--- src/rtl/gpp16_mem_arbiter_if.sv ---
// rtl/gpp16_mem_arbiter_if.sv - core-side request/response and memory-side bus of the GPP16 arbiter
interface gpp16_mem_arbiter_if #(
  parameter int AW = 16,
  parameter int DW = 16
);
  logic          if_req;
  logic [AW-1:0] if_addr;
  logic          if_gnt;
  logic          if_rvalid;
  logic [DW-1:0] if_rdata;
  logic          d_req;
  logic          d_we;
  logic [AW-1:0] d_addr;
  logic [DW-1:0] d_wdata;
  logic          d_gnt;
  logic          d_rvalid;
  logic [DW-1:0] d_rdata;
  logic          mem_en;
  logic          mem_we;
  logic [AW-1:0] mem_addr;
  logic [DW-1:0] mem_wdata;
  logic [DW-1:0] mem_rdata;

  modport slave (
    input  if_req, if_addr, d_req, d_we, d_addr, d_wdata, mem_rdata,
    output if_gnt, if_rvalid, if_rdata, d_gnt, d_rvalid, d_rdata,
           mem_en, mem_we, mem_addr, mem_wdata
  );

  modport master (
    output if_req, if_addr, d_req, d_we, d_addr, d_wdata, mem_rdata,
    input  if_gnt, if_rvalid, if_rdata, d_gnt, d_rvalid, d_rdata,
           mem_en, mem_we, mem_addr, mem_wdata
  );
endinterface

--- src/rtl/gpp16_mem_arbiter.sv ---
// rtl/gpp16_mem_arbiter.sv - data-over-fetch arbiter for the shared GPP16 single-port RAM
// Optional saturating grant counters are built when GPP16_ARB_STATS_EN is defined.
module gpp16_mem_arbiter #(
  parameter int AW         = 16,
  parameter int DW         = 16,
  parameter int MEM_LAT    = 2,
  parameter int STARVE_MAX = 3
) (
  input  logic               clk,
  input  logic               rst,
  gpp16_mem_arbiter_if.slave bus
`ifdef GPP16_ARB_STATS_EN
  ,
  output logic [15:0]        stat_if_cnt,
  output logic [15:0]        stat_d_cnt
`endif
);

  typedef enum logic {S_IDLE, S_WAIT} state_e;
  typedef enum logic {OWN_FETCH, OWN_DATA} owner_e;

  localparam logic [2:0] LAT_INIT   = 3'(MEM_LAT - 1);
  localparam logic [3:0] STARVE_LIM = 4'(STARVE_MAX);

  state_e        state_q, state_d;
  owner_e        owner_q, owner_d;
  logic [2:0]    lat_q, lat_d;
  logic [3:0]    starve_q, starve_d;
  logic          read_done, arb_en, fetch_win, data_win, data_wr;
  logic [AW-1:0] gnt_addr;
  logic [DW-1:0] rd_data;

  // The last WAIT cycle delivers read data and may already issue the next grant.
  assign read_done = (state_q == S_WAIT) && (lat_q == 3'd0);
  assign arb_en    = !rst && ((state_q == S_IDLE) || read_done);
  assign fetch_win = arb_en && bus.if_req && (!bus.d_req || (starve_q == STARVE_LIM));
  assign data_win  = arb_en && bus.d_req && !fetch_win;
  assign data_wr   = data_win && bus.d_we;
  assign gnt_addr  = fetch_win ? bus.if_addr : (data_win ? bus.d_addr : '0);
  assign rd_data   = (!rst && read_done) ? bus.mem_rdata : '0;

  assign bus.if_gnt    = fetch_win;
  assign bus.d_gnt     = data_win;
  assign bus.mem_en    = fetch_win || data_win;
  assign bus.mem_we    = data_wr;
  assign bus.mem_addr  = gnt_addr;
  assign bus.mem_wdata = data_wr ? bus.d_wdata : '0;
  assign bus.if_rvalid = !rst && read_done && (owner_q == OWN_FETCH);
  assign bus.d_rvalid  = !rst && read_done && (owner_q == OWN_DATA);
  assign bus.if_rdata  = (owner_q == OWN_FETCH) ? rd_data : '0;
  assign bus.d_rdata   = (owner_q == OWN_DATA) ? rd_data : '0;

  always_comb begin
    state_d  = state_q;
    owner_d  = owner_q;
    lat_d    = lat_q;
    starve_d = starve_q;

    if (state_q == S_WAIT) begin
      if (read_done) state_d = S_IDLE;
      else           lat_d   = lat_q - 3'd1;
    end

    if (fetch_win || (data_win && !bus.d_we)) begin
      state_d = S_WAIT;
      lat_d   = LAT_INIT;
      owner_d = fetch_win ? OWN_FETCH : OWN_DATA;
    end

    if (!bus.if_req || fetch_win) begin
      starve_d = '0;
    end else if (data_win && (starve_q != STARVE_LIM)) begin
      starve_d = starve_q + 4'd1;
    end
  end

  always_ff @(posedge clk) begin
    if (rst) begin
      state_q  <= S_IDLE;
      owner_q  <= OWN_FETCH;
      lat_q    <= '0;
      starve_q <= '0;
    end else begin
      state_q  <= state_d;
      owner_q  <= owner_d;
      lat_q    <= lat_d;
      starve_q <= starve_d;
    end
  end

`ifdef GPP16_ARB_STATS_EN
  logic [15:0] stat_if_q, stat_d_q;

  always_ff @(posedge clk) begin
    if (rst) begin
      stat_if_q <= '0;
      stat_d_q  <= '0;
    end else begin
      if (fetch_win && (stat_if_q != 16'hFFFF)) stat_if_q <= stat_if_q + 16'd1;
      if (data_win && (stat_d_q != 16'hFFFF))   stat_d_q  <= stat_d_q + 16'd1;
    end
  end

  assign stat_if_cnt = stat_if_q;
  assign stat_d_cnt  = stat_d_q;
`endif

endmodule

--- src/flat_wrapper.sv ---
// flat-port wrapper written by rule: the top's interface ports become plain ports
module gpp16_mem_arbiter_flat 
#(
  parameter int AW         = 16,
  parameter int DW         = 16,
  parameter int MEM_LAT    = 2,
  parameter int STARVE_MAX = 3
)
  (clk, rst, bus_if_req, bus_if_addr, bus_d_req, bus_d_we, bus_d_addr, bus_d_wdata, bus_mem_rdata, bus_if_gnt, bus_if_rvalid, bus_if_rdata, bus_d_gnt, bus_d_rvalid, bus_d_rdata, bus_mem_en, bus_mem_we, bus_mem_addr, bus_mem_wdata);
  gpp16_mem_arbiter_if #(.AW(AW), .DW(DW)) bus_i ();
  input  logic clk;
  input  logic rst;
  input wire logic [$bits(bus_i.if_req)-1:0] bus_if_req;
  input wire logic [$bits(bus_i.if_addr)-1:0] bus_if_addr;
  input wire logic [$bits(bus_i.d_req)-1:0] bus_d_req;
  input wire logic [$bits(bus_i.d_we)-1:0] bus_d_we;
  input wire logic [$bits(bus_i.d_addr)-1:0] bus_d_addr;
  input wire logic [$bits(bus_i.d_wdata)-1:0] bus_d_wdata;
  input wire logic [$bits(bus_i.mem_rdata)-1:0] bus_mem_rdata;
  output wire logic [$bits(bus_i.if_gnt)-1:0] bus_if_gnt;
  output wire logic [$bits(bus_i.if_rvalid)-1:0] bus_if_rvalid;
  output wire logic [$bits(bus_i.if_rdata)-1:0] bus_if_rdata;
  output wire logic [$bits(bus_i.d_gnt)-1:0] bus_d_gnt;
  output wire logic [$bits(bus_i.d_rvalid)-1:0] bus_d_rvalid;
  output wire logic [$bits(bus_i.d_rdata)-1:0] bus_d_rdata;
  output wire logic [$bits(bus_i.mem_en)-1:0] bus_mem_en;
  output wire logic [$bits(bus_i.mem_we)-1:0] bus_mem_we;
  output wire logic [$bits(bus_i.mem_addr)-1:0] bus_mem_addr;
  output wire logic [$bits(bus_i.mem_wdata)-1:0] bus_mem_wdata;
  assign bus_i.if_req = bus_if_req;
  assign bus_i.if_addr = bus_if_addr;
  assign bus_i.d_req = bus_d_req;
  assign bus_i.d_we = bus_d_we;
  assign bus_i.d_addr = bus_d_addr;
  assign bus_i.d_wdata = bus_d_wdata;
  assign bus_i.mem_rdata = bus_mem_rdata;
  assign bus_if_gnt = bus_i.if_gnt;
  assign bus_if_rvalid = bus_i.if_rvalid;
  assign bus_if_rdata = bus_i.if_rdata;
  assign bus_d_gnt = bus_i.d_gnt;
  assign bus_d_rvalid = bus_i.d_rvalid;
  assign bus_d_rdata = bus_i.d_rdata;
  assign bus_mem_en = bus_i.mem_en;
  assign bus_mem_we = bus_i.mem_we;
  assign bus_mem_addr = bus_i.mem_addr;
  assign bus_mem_wdata = bus_i.mem_wdata;
  gpp16_mem_arbiter #(.AW(AW), .DW(DW), .MEM_LAT(MEM_LAT), .STARVE_MAX(STARVE_MAX)) u_core (.clk(clk), .rst(rst), .bus(bus_i));
endmodule
--- config.mk ---
export PLATFORM = sky130hd
export DESIGN_NAME = gpp16_mem_arbiter_flat
export DESIGN_NICKNAME = d
export VERILOG_FILES = /design/src/rtl/gpp16_mem_arbiter_if.sv /design/src/rtl/gpp16_mem_arbiter.sv /design/src/flat_wrapper.sv
export SDC_FILE = /design/constraint.sdc
export NUM_CORES = 1
export LEC_CHECK = 0
export BUFFER_PORTS_ARGS = -buffer_cell sky130_fd_sc_hd__buf_2
export CAP_MARGIN = 5
export CORE_MARGIN = 3
export CORE_UTILIZATION = 34
export CTS_CLUSTER_DIAMETER = 40
export CTS_CLUSTER_SIZE = 10
export DETAILED_ROUTE_END_ITERATION = 6
export PLACE_DENSITY = 0.86
export REMOVE_ABC_BUFFERS = 1
export SYNTH_ARGS = -nofsm -noshare
export SYNTH_HDL_FRONTEND = slang
export SYNTH_SLANG_ARGS = --single-unit
--- constraint.sdc ---
create_clock -name clk -period 5.1 [get_ports clk]
set_input_delay 1.02 -clock clk [delete_from_list [all_inputs] [get_ports clk]]
set_output_delay 1.02 -clock clk [all_outputs]
set_load 0.02 [all_outputs]
==> flow_summary.toml <==
[status]
run_status = "finished, final reports clean"

[clocking]
hold_buffers = 0
h-tree-depth = 1
cts.sinks = 9
ctsResizeCount = 0
clkTransAtPathRegs_ps = 60
post_cts.repair.setup_buffers = 0
cts_buffers = 3
cts_tree = "yes"
cts-root-to-sink-buffers = 2
clkLatencyLatePin_ps = 260
cts_root_buf = "clkbuf_4"

[power_and_ir_drop]
ir_drop_v = 0.0000895
pwr_density_cell_nw_per_um2 = 145
p_leak_nw = 1.12

[setup_path]
worst_r2r_path_depth = 6
reg2reg_slack_ps = 2950
r2r_end = "u_core.lat_q[0]"
critPathLaunchType = "input pin"
critPathBufInv = 2
path_cells = "buf_2 > nand2b_1 > a211oi_4 > a22o_1 > buf_2"
max_stage_delay_ps = 950
required_ps = 4080
rr_startpoint = "u_core.lat_q[0]"
path_delay_family = "compound AO/OA/AOI/OAI gates"
worst_ep_arrival_time_ps = 2850
end_kind = "primary output"
cpMostUsedCell = "buf_2"
critPathMaxFanout = 35
path_class = "in -> out"
cp_slowest_cell = "a211oi_4"

[cells_and_area]
mostFrequentLayoutCells = "buf_2 (138), and2_1 (33), a22o_1 (16), and3_1 (16), dfxtp_1 (9)"
syn_to_final_growth_pct = 67.8
drive_gt1_frac = 0.554
final_common_cell = "buf_2"
fin_area_um2 = 1780
final_nets = 344
num_antenna_cells = 0

[floorplanning]
core_area_um2 = 2850
fp.dieArea_um2 = 3830
start_util = 0.372
row_count = 19
die_w_um = 61.9
num_io_pins = 139
fp.dieH_um = 61.9

[timing]
hold_viol_final = 0
drv_slew = 0
setup_viol = 0
fin_setup_tns_ps = 0
slew_headroom = 0.249
fmax_ghz = 0.258
fin_skew_ps = 1.06
rsz0062_at_grt = "false"
worst_slew_pin_slew_ps = 1120
fin_crit_ps = 3870
fin_crit_sh = 0.759

[routing]
wl_per_cell_um = 12.7
routed_wl_mm = 3.83
drc_errors = 0
drtPass1Iterations = 4
postRouteAntennaNets = 0
drt_iter0_drc = 15
via_per_inst = 4.95
via_count = 1494

[placement]
dp_hpwl_mm = 3.24
placed_cell_area_um2 = 1750
port_buffers = 138
gp_congestion = 0.800

[global_routing]
overflow = 0
grt_max_degree = 36
antenna_found_initial = 0
grt_util_all_layers = 0.182
grt_pass1_vias = 1262
grt_pass1_wl_mm = 5.36

[min_path]
hold_path_end = "u_core.starve_q[0]"
hold_path_class = "reg -> reg"
worstHoldStart = "u_core.starve_q[0]"
holdPathStages = 2

[logic_synthesis]
ys.flop_type = "dfxtp_1"
synth.distinct_cells = 35
seq_area_frac_synth = 0.170
synth_area_um2 = 1060
yosysWarnings = 0
synthCells = 137
synth_seq_cells = 9
avgSynthCellArea_um2 = 7.74
synth-edff-count = 0
async_flop_share = 0

[flow_run]
drv_cap = 0
==> cells by family (layout without fill, tap and decap cells) <==
family / after synthesis / after routing / synth area share
adders and majority gates: 3 / 3 / 0.0354
and+or+nand+nor: 74 / 74 / 0.460
AOI/OAI and AO/OA: 34 / 34 / 0.243
xor gates and xnor gates: 2 / 2 / 0.0165
DFF: 9 / 9 / 0.170
buffers and inverters: 15 / 149 / 0.0755
==> per-stage QoR <==
| step | total power [mW] | utilization | cells | setup slack, ps | hold WS [ps] |
|---|---|---|---|---|---|
| floorplan | 0.147 | - | 127 | 1250 | 457 |
| global placement | 0.203 | 0.615 | 298 | 1290 | 491 |
| detailed placement | 0.205 | 0.615 | 298 | 1210 | 489 |
| CTS | 0.262 | 0.624 | 302 | 1190 | 516 |
| global route | 0.277 | 0.624 | 302 | 1060 | 554 |
| finish | 0.257 | 0.624 | 302 | 1230 | 516 |
==> worst max-delay path by stage <==
stage / from / endpoint / slack [ps] / depth (start not counted)
final: rst / bus_mem_addr[5] / 1230 / 5
after global routing: rst / bus_mem_wdata[13] / 1060 / 5
after CTS: rst / bus_mem_addr[8] / 1190 / 5
after detailed placement: rst / bus_mem_addr[8] / 1210 / 5
after global placement: rst / bus_mem_wdata[8] / 1290 / 5
after floorplan: rst / bus_mem_wdata[0] / 1250 / 3
==> tightest hold or removal path, stage by stage, from the launching register on <==
cell,delay [ps]
dfxtp_1,340
o31ai_1,70
a21oi_1,60
==> sequential cells by signal (all words and copies together) (netlist names) <==
signal and count:
u_core.owner_q 1, u_core.starve_q 4, u_core.lat_q 3, u_core.state_q 1
==> Yosys cell counts (3+ instances only) <==
master / number / area (µm²)
clkbuf_1: 6 / 22.5
and2_1: 33 / 206
o31ai_1: 3 / 22.5
ha_1: 3 / 37.5
a22o_1: 16 / 140
dfxtp_1: 9 / 180
o21ai_0: 3 / 15.0
inv_1: 4 / 15.0
a21oi_1: 6 / 30.0
nor2_1: 3 / 11.3
nand2b_1: 3 / 18.8
and3_1: 16 / 100
nand3b_1: 3 / 22.5
==> power breakdown <==
part | switching [mW] | internal (mW)
clock | 0.0243 | 0.0301
sequential | 0.00407 | 0.0737
combinational | 0.0701 | 0.0551
==> routing by layer <==
layer	vias up	share of wire	global-route usage	wire [µm]
met3	2	0.090	0.0186	345
met4	0	0.0037	0.0364	14
li1	764	-	-	-
met2	84	0.54	0.380	2070
met5	-	0	0	0
met1	644	0.37	0.191	1400
==> area by class of cell <==
cell class | count | area (µm²)
tap | 31 | 38.8
multi-input combinational | 113 | 808
timing repair buffer | 140 | 706
inverter | 5 | 21.3
fill | 278 | 1070
clock buffer | 4 | 26.3
sequential | 9 | 180
Note: power is estimated with default switching activity, not from simulation.
